File: config.mk
export PLATFORM = sky130hd
export DESIGN_NAME = reset_sequencer
export DESIGN_NICKNAME = d
export VERILOG_FILES = /design/src/rtl/reset_seq_pkg.sv /design/src/rtl/reset_sequencer_sync_2ff.sv /design/src/rtl/reset_sequencer.sv
export SDC_FILE = /design/constraint.sdc
export NUM_CORES = 1
export LEC_CHECK = 0
export ABC_AREA = 1
export BUFFER_PORTS_ARGS = -buffer_cell sky130_fd_sc_hd__buf_2
export CORE_AREA = 2 2 44 46
export CTS_BUF_LIST = sky130_fd_sc_hd__clkbuf_4
export DETAILED_ROUTE_END_ITERATION = 10
export DIE_AREA = 0 0 46 48
export GPL_TIMING_DRIVEN = 0
export PLACE_DENSITY_LB_ADDON = 0.12
export SLEW_MARGIN = 20
export SYNTH_ARGS = -nofsm -noshare
export SYNTH_HDL_FRONTEND = slang
export SYNTH_SLANG_ARGS = --single-unit
File: constraint.sdc
create_clock -name clk -period 2.9 [get_ports clk]
set_input_delay 0.29 -clock clk [delete_from_list [all_inputs] [get_ports clk]]
set_output_delay 0.29 -clock clk [all_outputs]
set_load 0.02 [all_outputs]
File: src/rtl/reset_seq_pkg.sv
// Shared types and constants for the staged reset-release controller.
// Holds the FSM state encoding, the reset-cause codes and the fault-priority helper.
package reset_seq_pkg;

  typedef enum logic [1:0] {
    ST_HOLD = 2'd0,
    ST_SEQ  = 2'd1,
    ST_RUN  = 2'd2
  } state_t;

  localparam logic [1:0] CAUSE_POR  = 2'd0;
  localparam logic [1:0] CAUSE_LOCK = 2'd1;
  localparam logic [1:0] CAUSE_EXT  = 2'd2;
  localparam logic [1:0] CAUSE_SW   = 2'd3;

  // When faults coincide, lock loss outranks the button, which outranks software.
  function automatic logic [1:0] fault_cause(input logic lock_s, input logic ext_s);
    logic [1:0] cause;
    if (!lock_s) begin
      cause = CAUSE_LOCK;
    end else if (!ext_s) begin
      cause = CAUSE_EXT;
    end else begin
      cause = CAUSE_SW;
    end
    return cause;
  endfunction

endpackage

File: src/rtl/reset_sequencer_sync_2ff.sv
// Two-flop synchronizer for a single asynchronous level.
// Both flops clear to 0, so a synchronized input reads as inactive until it has settled.
module sync_2ff (
  input  logic clk,
  input  logic rst_n,
  input  logic i_d,
  output logic o_q
);

  logic r_meta;
  logic r_sync;

  // Metastability-settling flop chain.
  always_ff @(posedge clk or negedge rst_n) begin
    if (!rst_n) begin
      r_meta <= 1'b0;
      r_sync <= 1'b0;
    end else begin
      r_meta <= i_d;
      r_sync <= r_meta;
    end
  end

  assign o_q = r_sync;

endmodule

File: src/rtl/reset_sequencer.sv
// Staged reset-release controller: qualifies PLL lock and the reset button, then
// releases the downstream reset domains one by one, and drops them all on any fault.
module reset_sequencer
  import reset_seq_pkg::*;
#(
  parameter int NUM_STAGES = 4,
  parameter int LOCK_FILT  = 8,
  parameter int STAGE_DLY  = 16
) (
  input  logic                  clk,
  input  logic                  resetn,
  input  logic                  pll_lock,
  input  logic                  ext_rst_n,
  input  logic                  sw_rst_req,
  output logic [NUM_STAGES-1:0] rst_n_out,
  output logic                  seq_done,
  output logic [1:0]            rst_cause
);

  localparam int CNT_MAX = (LOCK_FILT > STAGE_DLY) ? LOCK_FILT : STAGE_DLY;
  localparam int CNT_W   = $clog2(CNT_MAX + 1);
  localparam int IDX_W   = (NUM_STAGES > 1) ? $clog2(NUM_STAGES) : 1;

  localparam logic [CNT_W-1:0] FILT_LAST = CNT_W'(LOCK_FILT - 1);
  localparam logic [CNT_W-1:0] DLY_LAST  = CNT_W'(STAGE_DLY - 1);
  localparam logic [IDX_W-1:0] IDX_LAST  = IDX_W'(NUM_STAGES - 1);

  logic w_lock_s;
  logic w_ext_s;
  logic w_qual;
  logic w_fault;

  state_t                r_state;
  logic [CNT_W-1:0]      r_cnt;
  logic [IDX_W-1:0]      r_idx;
  logic [NUM_STAGES-1:0] r_rst_n;
  logic                  r_done;
  logic [1:0]            r_cause;

  state_t                w_state_nx;
  logic [CNT_W-1:0]      w_cnt_nx;
  logic [IDX_W-1:0]      w_idx_nx;
  logic [NUM_STAGES-1:0] w_rst_nx;
  logic                  w_done_nx;
  logic [1:0]            w_cause_nx;

  sync_2ff u_sync_lock (
    .clk   (clk),
    .rst_n (resetn),
    .i_d   (pll_lock),
    .o_q   (w_lock_s)
  );

  sync_2ff u_sync_ext (
    .clk   (clk),
    .rst_n (resetn),
    .i_d   (ext_rst_n),
    .o_q   (w_ext_s)
  );

  assign w_qual  = w_lock_s & w_ext_s;
  assign w_fault = ~w_lock_s | ~w_ext_s | sw_rst_req;

  // Next-state, counter and output decode; a fault always overrides a pending release.
  always_comb begin
    w_state_nx = r_state;
    w_cnt_nx   = r_cnt;
    w_idx_nx   = r_idx;
    w_rst_nx   = r_rst_n;
    w_done_nx  = r_done;
    w_cause_nx = r_cause;

    case (r_state)
      ST_HOLD: begin
        w_rst_nx  = '0;
        w_done_nx = 1'b0;
        if (w_qual) begin
          if (r_cnt == FILT_LAST) begin
            w_state_nx = ST_SEQ;
            w_cnt_nx   = '0;
            w_idx_nx   = '0;
          end else begin
            w_cnt_nx = r_cnt + CNT_W'(1);
          end
        end else begin
          w_cnt_nx = '0;
        end
      end

      ST_SEQ: begin
        if (w_fault) begin
          w_state_nx = ST_HOLD;
          w_cnt_nx   = '0;
          w_idx_nx   = '0;
          w_rst_nx   = '0;
          w_done_nx  = 1'b0;
          w_cause_nx = fault_cause(w_lock_s, w_ext_s);
        end else if (r_cnt == DLY_LAST) begin
          w_cnt_nx = '0;
          for (int i = 0; i < NUM_STAGES; i++) begin
            if (r_idx == IDX_W'(i)) begin
              w_rst_nx[i] = 1'b1;
            end else begin
              w_rst_nx[i] = r_rst_n[i];
            end
          end
          if (r_idx == IDX_LAST) begin
            w_state_nx = ST_RUN;
            w_done_nx  = 1'b1;
            w_idx_nx   = '0;
          end else begin
            w_idx_nx = r_idx + IDX_W'(1);
          end
        end else begin
          w_cnt_nx = r_cnt + CNT_W'(1);
        end
      end

      ST_RUN: begin
        if (w_fault) begin
          w_state_nx = ST_HOLD;
          w_cnt_nx   = '0;
          w_idx_nx   = '0;
          w_rst_nx   = '0;
          w_done_nx  = 1'b0;
          w_cause_nx = fault_cause(w_lock_s, w_ext_s);
        end else begin
          w_rst_nx  = '1;
          w_done_nx = 1'b1;
        end
      end

      default: begin
        w_state_nx = ST_HOLD;
        w_cnt_nx   = '0;
        w_idx_nx   = '0;
        w_rst_nx   = '0;
        w_done_nx  = 1'b0;
      end
    endcase
  end

  // State, counters and registered outputs.
  always_ff @(posedge clk or negedge resetn) begin
    if (!resetn) begin
      r_state <= ST_HOLD;
      r_cnt   <= '0;
      r_idx   <= '0;
      r_rst_n <= '0;
      r_done  <= 1'b0;
      r_cause <= CAUSE_POR;
    end else begin
      r_state <= w_state_nx;
      r_cnt   <= w_cnt_nx;
      r_idx   <= w_idx_nx;
      r_rst_n <= w_rst_nx;
      r_done  <= w_done_nx;
      r_cause <= w_cause_nx;
    end
  end

  assign rst_n_out = r_rst_n;
  assign seq_done  = r_done;
  assign rst_cause = r_cause;

endmodule

==> impl_metrics.toml, run 1 <==
[outcome]
status = "finished clean"

[finish]
area_delta_synth_final_pct = 11.1
fin_area_um2 = 1170
final_nets = 165
final_common_cell = "nand2_1"
nFillCells = 138
antenna_cells = 0
final_layout_size_suffix_gt1_share_pct = 14.8
layout_common_cells = "nand2_1 (42), dfrtp_1 (19), inv_1 (18), nor2_1 (17), buf_2 (11)"

[yosys]
yosys.area.top_type = "dfrtp_1"
synthesis.nets = 148
mappedNetlistArea_um2 = 1050
syn_inst = 133
ys_seq_area_share_pct = 45.2
synthTopCellsByArea = "dfrtp_1 (45%), nand2_1 (15%), ha_1 (12%), inv_1 (6.4%), nor2_1 (6.1%)"
synth_top_area_share_pct = 45.2
ys_ff_latch = 19
synth-warning-count = 0
avgSynthCellArea_um2 = 7.91
ys_types = 16

[route]
firstDrtPassIters = 4
wl_mm = 1.78
wl_per_cell_um = 10.7
vias_per_cell = 5.10
vias = 846
drt_iter0_drc = 23
antenna_left = 0
route.detailed.drc = 0

[placement]
hpwl_mm = 1.40
portBuffers = 11
place_congestion = 0.791
post_dp_cell_area_um2 = 1130

[timing]
worstMarginPinSlew_ns = 0.428
fin_tns_setup_ns = 0
whs_ns = 0.0980
final.min_clock_period_ns = 1.86
final-hold-violation-count = 0
rsz0062_at_grt = "no"
fmax_ghz = 0.537
slew_violations = 0
fin_worst_skew_ns = 0.0136
setup_viol = 0
fin_crit_sh_pct = 64.2
slew_headroom_pct = 71.4

[setup_path]
critPathMaxStageDelay_ns = 0.41
path_class = "register to register"
crit_arrival_ns = 2.07
worst-path-buf-inv = 1
cp-start-kind = "register"
cpLargestDelayFamily = "simple AND/OR/NAND/NOR gates"
worstPathCellList = "ha_1 -> nand2_1 -> nor2_1 -> ha_1 -> inv_1 -> o211ai_1 -> nand2_1 -> nand2_1 -> nand2_1"
cp_max_fo = 5
crit_start = "r_cnt[0]"
worstReg2RegStart = "r_cnt[0]"
crit_slowest_cell = "dfrtp_1"
crit_top_cell = "nand2_1"
endpoint_kind = "register"
crit_required_ns = 3.11

[clock_tree]
path_clk_slew_ns = 0.11
cts_resized = 0
cts_tree = "built"
post-cts-setup-buffer-count = 0
cts_buffers = 3
cts_hold_buf = 1
cts_num_sinks = 19
worstSkewPairLatency_ns = 0.30
cts-root-buf = "clkbuf_4"
h-tree-depth = 1
cts_buffer_depth = 2

[power_and_ir_drop]
powerDensity_nw_per_um2 = 633
netSwitchingFraction_pct = 38.0
max-vdd-ir-drop_uv = 393
p_int_mw = 0.458
power.share.combinational_pct = 35.5
leakage_nw = 0.648
power_mw = 0.739
p_switching_mw = 0.281
clockPowerShare_pct = 19.3
seqPwrFrac_pct = 45.2

[global_routing]
grt_first_pass_wirelength_mm = 2.88
grt_max_degree = 20
grt_usage_pct = 18.3
grt_pass1_vias = 718
antenna_found_initial = 0
gr-total-overflow = 0

[die]
die_w_um = 46
num_rows = 15
core_area_um2 = 1690
pin_count = 12
initial_core_util_pct = 62.3
floorplan.die_area_um2 = 2210
die_h_um = 48

[min_path]
hold_class = "primary input to register"
min_from = "pll_lock"

[flow_run]
cap_violations = 0
-- worst reg2reg max path, stage by stage, from the launching register on --
cell and delay [ns]:
dfrtp_1 0.41, ha_1 0.19, nand2_1 0.07, nor2_1 0.16, ha_1 0.24, inv_1 0.10, o211ai_1 0.33, nand2_1 0.13
nand2_1 0.08, nand2_1 0.05
-- final timing paths --
check                                           to  slack, ns  depth (start not counted)
worst max-delay path                    r_state[1]       1.04                          9
worst min-delay path            u_sync_lock.r_meta        0.1                          1
worst max register to register          r_state[1]       1.04                          9
worst min register to register      u_sync_ext.o_q       0.36                          0
max in group asynchronous        u_sync_ext.r_meta       2.14                          2
min in group asynchronous             rst_cause[1]       0.44                          2
-- cell type report --
cell class	instances	area (µm²)	share of cell area (%)
flip-flops and latches	19	475	40.7
multi-input cells	94	498	42.6
repair buffers	12	65.1	5.57
inverters	19	71.3	6.10
plain buffers	1	7.51	0.642
clock buffers	4	30.0	2.57
well taps	17	21.3	1.82
-- Yosys cell counts, drive strengths merged --
| cell type | n |
|---|---|
| nand2 | 45 |
| a21oi | 5 |
| nand4 | 2 |
| o21ai | 4 |
| ha | 10 |
| dfrtp | 19 |
| and3 | 1 |
| inv | 19 |
| xor2 | 1 |
| o211ai | 1 |
| nand3 | 6 |
| nor2 | 19 |
| buf | 1 |
-- layer usage --
metal  track usage, %  share of wire, %  wire length [µm]  up-vias
met2             31.9                47               844       16
met5                0                 0                 0        -
met4             5.14               1.2                21        0
met3             3.40               3.5                62        3
met1             23.2                48               852      387
li1                 -                 -                 -      440
-- sequential cells by signal, indices dropped and copies added (netlist names) --
name / cells
u_sync_ext.r_meta: 1
u_sync_lock.r_meta: 1
r_idx: 2
r_state: 2
rst_n_out: 4
u_sync_ext.o_q: 1
r_cnt: 5
u_sync_lock.o_q: 1
rst_cause: 2
-- power by group through the flow --
| stage | registers, mW | clock network [mW] | logic [mW] |
|---|---|---|---|
| 5_1_grt | 0.340 | 0.161 | 0.290 |
| 4_1_cts | 0.335 | 0.145 | 0.262 |
| 3_5_place_dp | 0.341 | 0 | 0.260 |
| 6_report | 0.334 | 0.143 | 0.262 |
| 3_3_place_gp | 0.338 | 0 | 0.250 |
| 2_1_floorplan | 0.365 | 0 | 0.162 |
-- stage by stage --
step,setup slack [ns],util [%],std cells
6_report,1.04,69.2,166
5_1_grt,0.869,69.2,166
3_3_place_gp,1.10,66.8,161
4_1_cts,1.03,69.2,166
2_1_floorplan,1.31,-,133
3_5_place_dp,1.05,66.8,161
-- cell families (layout without fill, tap and decap cells) --
group	Yosys count	count (layout)	synth area share, %
AO/OA/AOI/OAI	10	10	4.99
flip-flops	19	19	45.2
adder cells (fa/ha/maj)	10	10	11.9
buffers and inverters	20	36	7.49
AND/OR/NAND/NOR	73	73	29.6
XOR/XNOR	1	1	0.832
(Power assumes the default switching activity.)
==> run 2: changes to the inputs <==
CORE_AREA = 2 2 48 50   (was 2 2 44 46)
DIE_AREA = 0 0 50 52   (was 0 0 46 48)
clock period = 1.5 ns   (was 2.9 ns; I/O delays follow)
==> run 2 against run 1 <==
  * Global-route usage decreased by 0.051 points
  * Clock skew fell by 0.0078 ns
  * The flow now finishes with violations (negative setup slack)
  * Sequential cell count unchanged
  * Via count increased by 4.1%
  * Register-to-register slack lost 1.1 ns
  * Highest routed layer unchanged
  * Final cell count is 12% higher
  * Largest power group unchanged
  * Total power is 99% higher
  * Critical path depth up 1
==> impl_metrics.toml, run 2 (synthesis results as in run 1) <==
[setup_path]
worstReg2RegStart = "r_cnt[0]"
regToRegEndpoint = "rst_n_out[1]"
reg2reg_setup_slack_ns = -0.03
crit_slowest_cell = "dfrtp_1"
path_class = "register to register"
cp-start-kind = "register"
crit_required_ns = 1.69
crit_top_cell = "nand2_2"
endpoint_kind = "register"
crit_end = "rst_n_out[1]"
critPathMaxStageDelay_ns = 0.41
worstPathCellList = "ha_2 -> nand2_2 -> nor2_4 -> ha_4 -> buf_4 -> buf_6 -> nand2_4 -> nand2_2 -> nor2_1 -> a21oi_1"
cp_num_cells = 10
crit_start = "r_cnt[0]"
cpLargestDelayFamily = "flip-flops"
rr_worst_depth = 10
worst-path-buf-inv = 2
cp_max_fo = 3
crit_arrival_ns = 1.72

[global_routing]
grt_usage_pct = 18.2
gr-total-overflow = 0
grt_max_degree = 20
grt_pass1_vias = 853
antenna_found_initial = 0
grt_first_pass_wirelength_mm = 3.51

[clock_tree]
worstSkewPairLatency_ns = 0.30
cts_tree = "built"
cts_buffer_depth = 2
cts_buffers = 3
cts-root-buf = "clkbuf_4"
cts_num_sinks = 19
path_clk_slew_ns = 0.11
h-tree-depth = 1

[route]
vias = 881
firstDrtPassIters = 4
route.detailed.drc = 0
drt_iter0_drc = 15
vias_per_cell = 4.74
antenna_left = 0
wl_mm = 2.03
wl_per_cell_um = 10.9

[finish]
final_layout_size_suffix_gt1_share_pct = 28.5
area_delta_synth_final_pct = 27.0
antenna_cells = 0
final_common_cell = "nand2_1"
largest_reg_flops = 5
layout_common_cells = "nand2_1 (31), dfrtp_1 (19), inv_1 (17), nor2_1 (15), buf_2 (11)"
nFillCells = 186
finish.utilization_pct = 63.5
top_register = "r_cnt"
final_nets = 174

[power_and_ir_drop]
max-vdd-ir-drop_uv = 924
leakage_nw = 0.721
powerDensity_nw_per_um2 = 1100
power_mw = 1.47

[timing]
worstMarginPinSlew_ns = 0.409
slew_headroom_pct = 72.7
fmax_ghz = 0.655
final-hold-violation-count = 0
fin_worst_skew_ns = 0.00580
rsz0062_at_grt = "yes"
slew_violations = 0
fin_ws_ns = -0.0277
final.min_clock_period_ns = 1.53
setup_viol = 6
fin_crit_sh_pct = 102

[placement]
hpwl_mm = 1.38
place_ws_ns = -0.287
portBuffers = 11
place_congestion = 0.755

[flow_run]
cap_violations = 0

[outcome]
status = "complete, but fails checks"
violations = "negative setup slack"

[die]
floorplan.die_area_um2 = 2600
die_w_um = 50
pin_count = 12
core_area_um2 = 2110
die_h_um = 52
num_rows = 17
initial_core_util_pct = 50.0

[min_path]
min_path_cells = 4
min_from = "sw_rst_req"
hold_class = "primary input to register"
==> run 2: repair_timing <==
action,4_1_cts,5_1_grt
setup buffers,7,1
hold endpoints to repair,21,0
cloned,0,0
endpoints found under the setup margin,8,13
pin swaps,4,9
hold buffers,3,0
gates resized for setup,4,18
==> run 2: routing by layer <==
layer	global-route usage [%]	wire length [µm]	vias to the layer above
met5	0	0	-
met4	11.1	49	0
met3	3.45	64	4
met2	30.7	983	15
met1	21.5	927	406
li1	-	-	456
==> run 2: report_power, final <==
part           internal, mW  leakage, nW  switching, mW  total, mW
combinational         0.199        0.458          0.360      0.559
sequential            0.594        0.248         0.0520      0.645
clock                 0.102       0.0139          0.167      0.269
==> run 2: worst register-to-register path: stages, from the launching register on <==
cell and delay [ns]:
dfrtp_1 0.41, ha_2 0.20, nand2_2 0.09, nor2_4 0.05, ha_4 0.16, buf_4 0.13, buf_6 0.13, nand2_4 0.05
nand2_2 0.05, nor2_1 0.10, a21oi_1 0.05
==> run 2: metrics by stage <==
stage	hold WS (ns)	TNS (ns)	area, µm²	cells
floorplan	-0.146	-0.194	1060	133
global placement	0.105	-0.734	1150	172
detailed placement	0.112	-0.922	1150	172
CTS	0.250	-0.577	1270	186
global route	0.265	-1.04	1340	186
finish	0.246	-0.113	1340	186
==> run 2: how the worst min path moves through the flow <==
stage	endpoint	slack, ns
2_1_floorplan	r_cnt[0]	-0.15
3_3_place_gp	r_cnt[1]	0.11
6_report	rst_n_out[2]	0.25
4_1_cts	rst_n_out[1]	0.25
3_5_place_dp	r_cnt[0]	0.11
5_1_grt	rst_n_out[2]	0.27
==> run 2: area by class of cell <==
type,instances,area (µm²),share of cell area [%]
clock buffers,3,22.5,1.69
clock inverters,1,7.51,0.562
plain buffers,1,7.51,0.562
well taps,28,35.0,2.62
flip-flops and latches,19,475,35.6
multi-input cells,94,576,43.1
inverters,19,71.3,5.34
repair buffers,21,141,10.6
==> run 3: changes to the inputs <==
CELL_PAD_IN_SITES_DETAIL_PLACEMENT = 1   (was default)
CELL_PAD_IN_SITES_GLOBAL_PLACEMENT = 1   (was default)
CORE_AREA = 2 2 55 57   (was 2 2 48 50)
DIE_AREA = 0 0 57 59   (was 0 0 50 52)
==> run 3 against run 2 <==
  * Largest power group unchanged
  * The run still ends with negative setup slack left
  * Critical path depth did not move
  * Largest cell class unchanged
  * Fmax shrank 1.8%
  * Count of clock-buffer cells in the layout did not move
  * Cell area up 7.1%
==> impl_metrics.toml, run 3 (synthesis results as in run 1) <==
[outcome]
status = "complete, but fails checks"
violations = "negative setup slack"

[setup_path]
worstPathCellList = "ha_2 -> nand2_4 -> nor2_4 -> ha_4 -> inv_4 -> o211ai_1 -> buf_4 -> nand2_4 -> nand2_1 -> nand2_1"
crit_slowest_cell = "dfrtp_1"
cp_max_fo = 5
endpoint_kind = "register"
crit_required_ns = 1.71
cp-start-kind = "register"
crit_arrival_ns = 1.76
path_class = "register to register"
critPathMaxStageDelay_ns = 0.38

[route]
vias = 921
firstDrtPassIters = 4
vias_per_cell = 4.80
drt_iter0_drc = 17
wl_mm = 2.49
wl_per_cell_um = 13.0
antenna_left = 0
route.detailed.drc = 0

[clock_tree]
worstSkewPairLatency_ns = 0.30
cts_buffer_depth = 2
cts_num_sinks = 19
h-tree-depth = 1
cts_tree = "built"
path_clk_slew_ns = 0.11
cts_buffers = 3
cts-root-buf = "clkbuf_4"

[power_and_ir_drop]
powerDensity_nw_per_um2 = 1080
seqPwrFrac_pct = 42.3
p_int_mw = 0.914
leakage_nw = 0.763
clockPowerShare_pct = 17.3
p_switching_mw = 0.628
power.share.combinational_pct = 40.5
netSwitchingFraction_pct = 40.7
max-vdd-ir-drop_uv = 808

[timing]
fmax_ghz = 0.643
final-hold-violation-count = 0
slew_violations = 0
worstMarginPinSlew_ns = 0.437
setup_viol = 12
final.min_clock_period_ns = 1.56
fin_crit_sh_pct = 104
slew_headroom_pct = 70.6
rsz0062_at_grt = "yes"
fin_ws_ns = -0.0558
fin_worst_skew_ns = 0.00225

[die]
pin_count = 12
die_w_um = 57
die_h_um = 59
core_area_um2 = 2710
initial_core_util_pct = 38.8
floorplan.die_area_um2 = 3360
num_rows = 19

[placement]
place_ws_ns = -0.345
place_congestion = 0.765
hpwl_mm = 1.71
portBuffers = 11
post_dp_cell_area_um2 = 1150

[finish]
largest_reg_flops = 5
antenna_cells = 0
fin_area_um2 = 1430
final_nets = 177
top_register = "r_cnt"
multiInputGateArea_um2 = 641
layout_common_cells = "nand2_1 (28), dfrtp_1 (19), inv_1 (17), nor2_1 (12), buf_2 (11)"
nFillCells = 344
seqCellArea_um2 = 475
final_common_cell = "nand2_1"
area_delta_synth_final_pct = 36.0
final_layout_size_suffix_gt1_share_pct = 35.4

[global_routing]
antenna_found_initial = 0
grt_first_pass_wirelength_mm = 3.96
grt_usage_pct = 15.2
grt_max_degree = 20
grt_pass1_vias = 898
gr-total-overflow = 0

[flow_run]
cap_violations = 0

[min_path]
hold_class = "primary input to register"
==> run 3: final cells by class <==
cell class              instances  share of cell area [%]
multi-input cells              94                    44.8
flip-flops and latches         19                    33.2
repair buffers                 24                    11.7
inverters                      19                    5.16
well taps                      31                    2.71
clock buffers                   3                    1.57
plain buffers                   1                   0.524
clock inverters                 1                   0.350
==> run 3: worst max-delay path, delay by kind of cell, from the launching register on <==
kind            cells  cell delay (ns)
flops               1             0.38
fa+ha+maj           2             0.37
simple gates        5             0.34
buf+inv             2             0.21
compound gates      1             0.14
==> run 3: path summary, 6_finish.rpt <==
check	start	end	slack (ns)	cells after the start
setup reg to reg	r_cnt[0]	r_state[0]	-0.06	10
hold / removal	sw_rst_req	r_cnt[2]	0.26	6
setup / recovery	r_cnt[0]	r_state[0]	-0.06	10
hold reg to reg	u_sync_lock.r_meta	u_sync_lock.o_q	0.37	0
max in group asynchronous	resetn	u_sync_lock.r_meta	0.88	2
min in group asynchronous	resetn	r_idx[1]	0.31	2
==> run 3: timing repair <==
item	CTS	global route
hold buffers	3	0
pin swaps	6	13
setup endpoints to repair	13	13
gates resized for setup	9	31
setup buffers	5	5
endpoints found under the hold margin	21	0
==> run 3: metrics by stage <==
step	utilization [%]	instances	hold WS (ns)	total power [mW]	setup TNS, ns
final	52.8	192	0.258	1.54	-0.500
after global placement	42.5	175	0.114	1.16	-0.969
after CTS	47.4	187	0.251	1.48	-0.296
after global routing	52.8	192	0.289	1.66	-1.63
after detailed placement	42.5	175	0.123	1.18	-1.38
after floorplan	-	133	-0.146	1.02	-0.194
==> run 3: power groups by stage <==
stage / Combinational [mW] / Clock [mW] / Sequential (mW)
floorplan: 0.314 / 0 / 0.707
global placement: 0.502 / 0 / 0.655
detailed placement: 0.520 / 0 / 0.660
CTS: 0.562 / 0.272 / 0.646
global route: 0.700 / 0.300 / 0.662
finish: 0.624 / 0.266 / 0.652
==> run 3: metal layers <==
| layer | GRT usage, % | part of all wire [%] | up-vias |
|---|---|---|---|
| li1 | - | - | 466 |
| met1 | 20.4 | 48 | 442 |
| met2 | 25.6 | 50 | 11 |
| met3 | 1.97 | 1.8 | 2 |
| met4 | 4.98 | 0.56 | 0 |
| met5 | 0 | 0 | - |
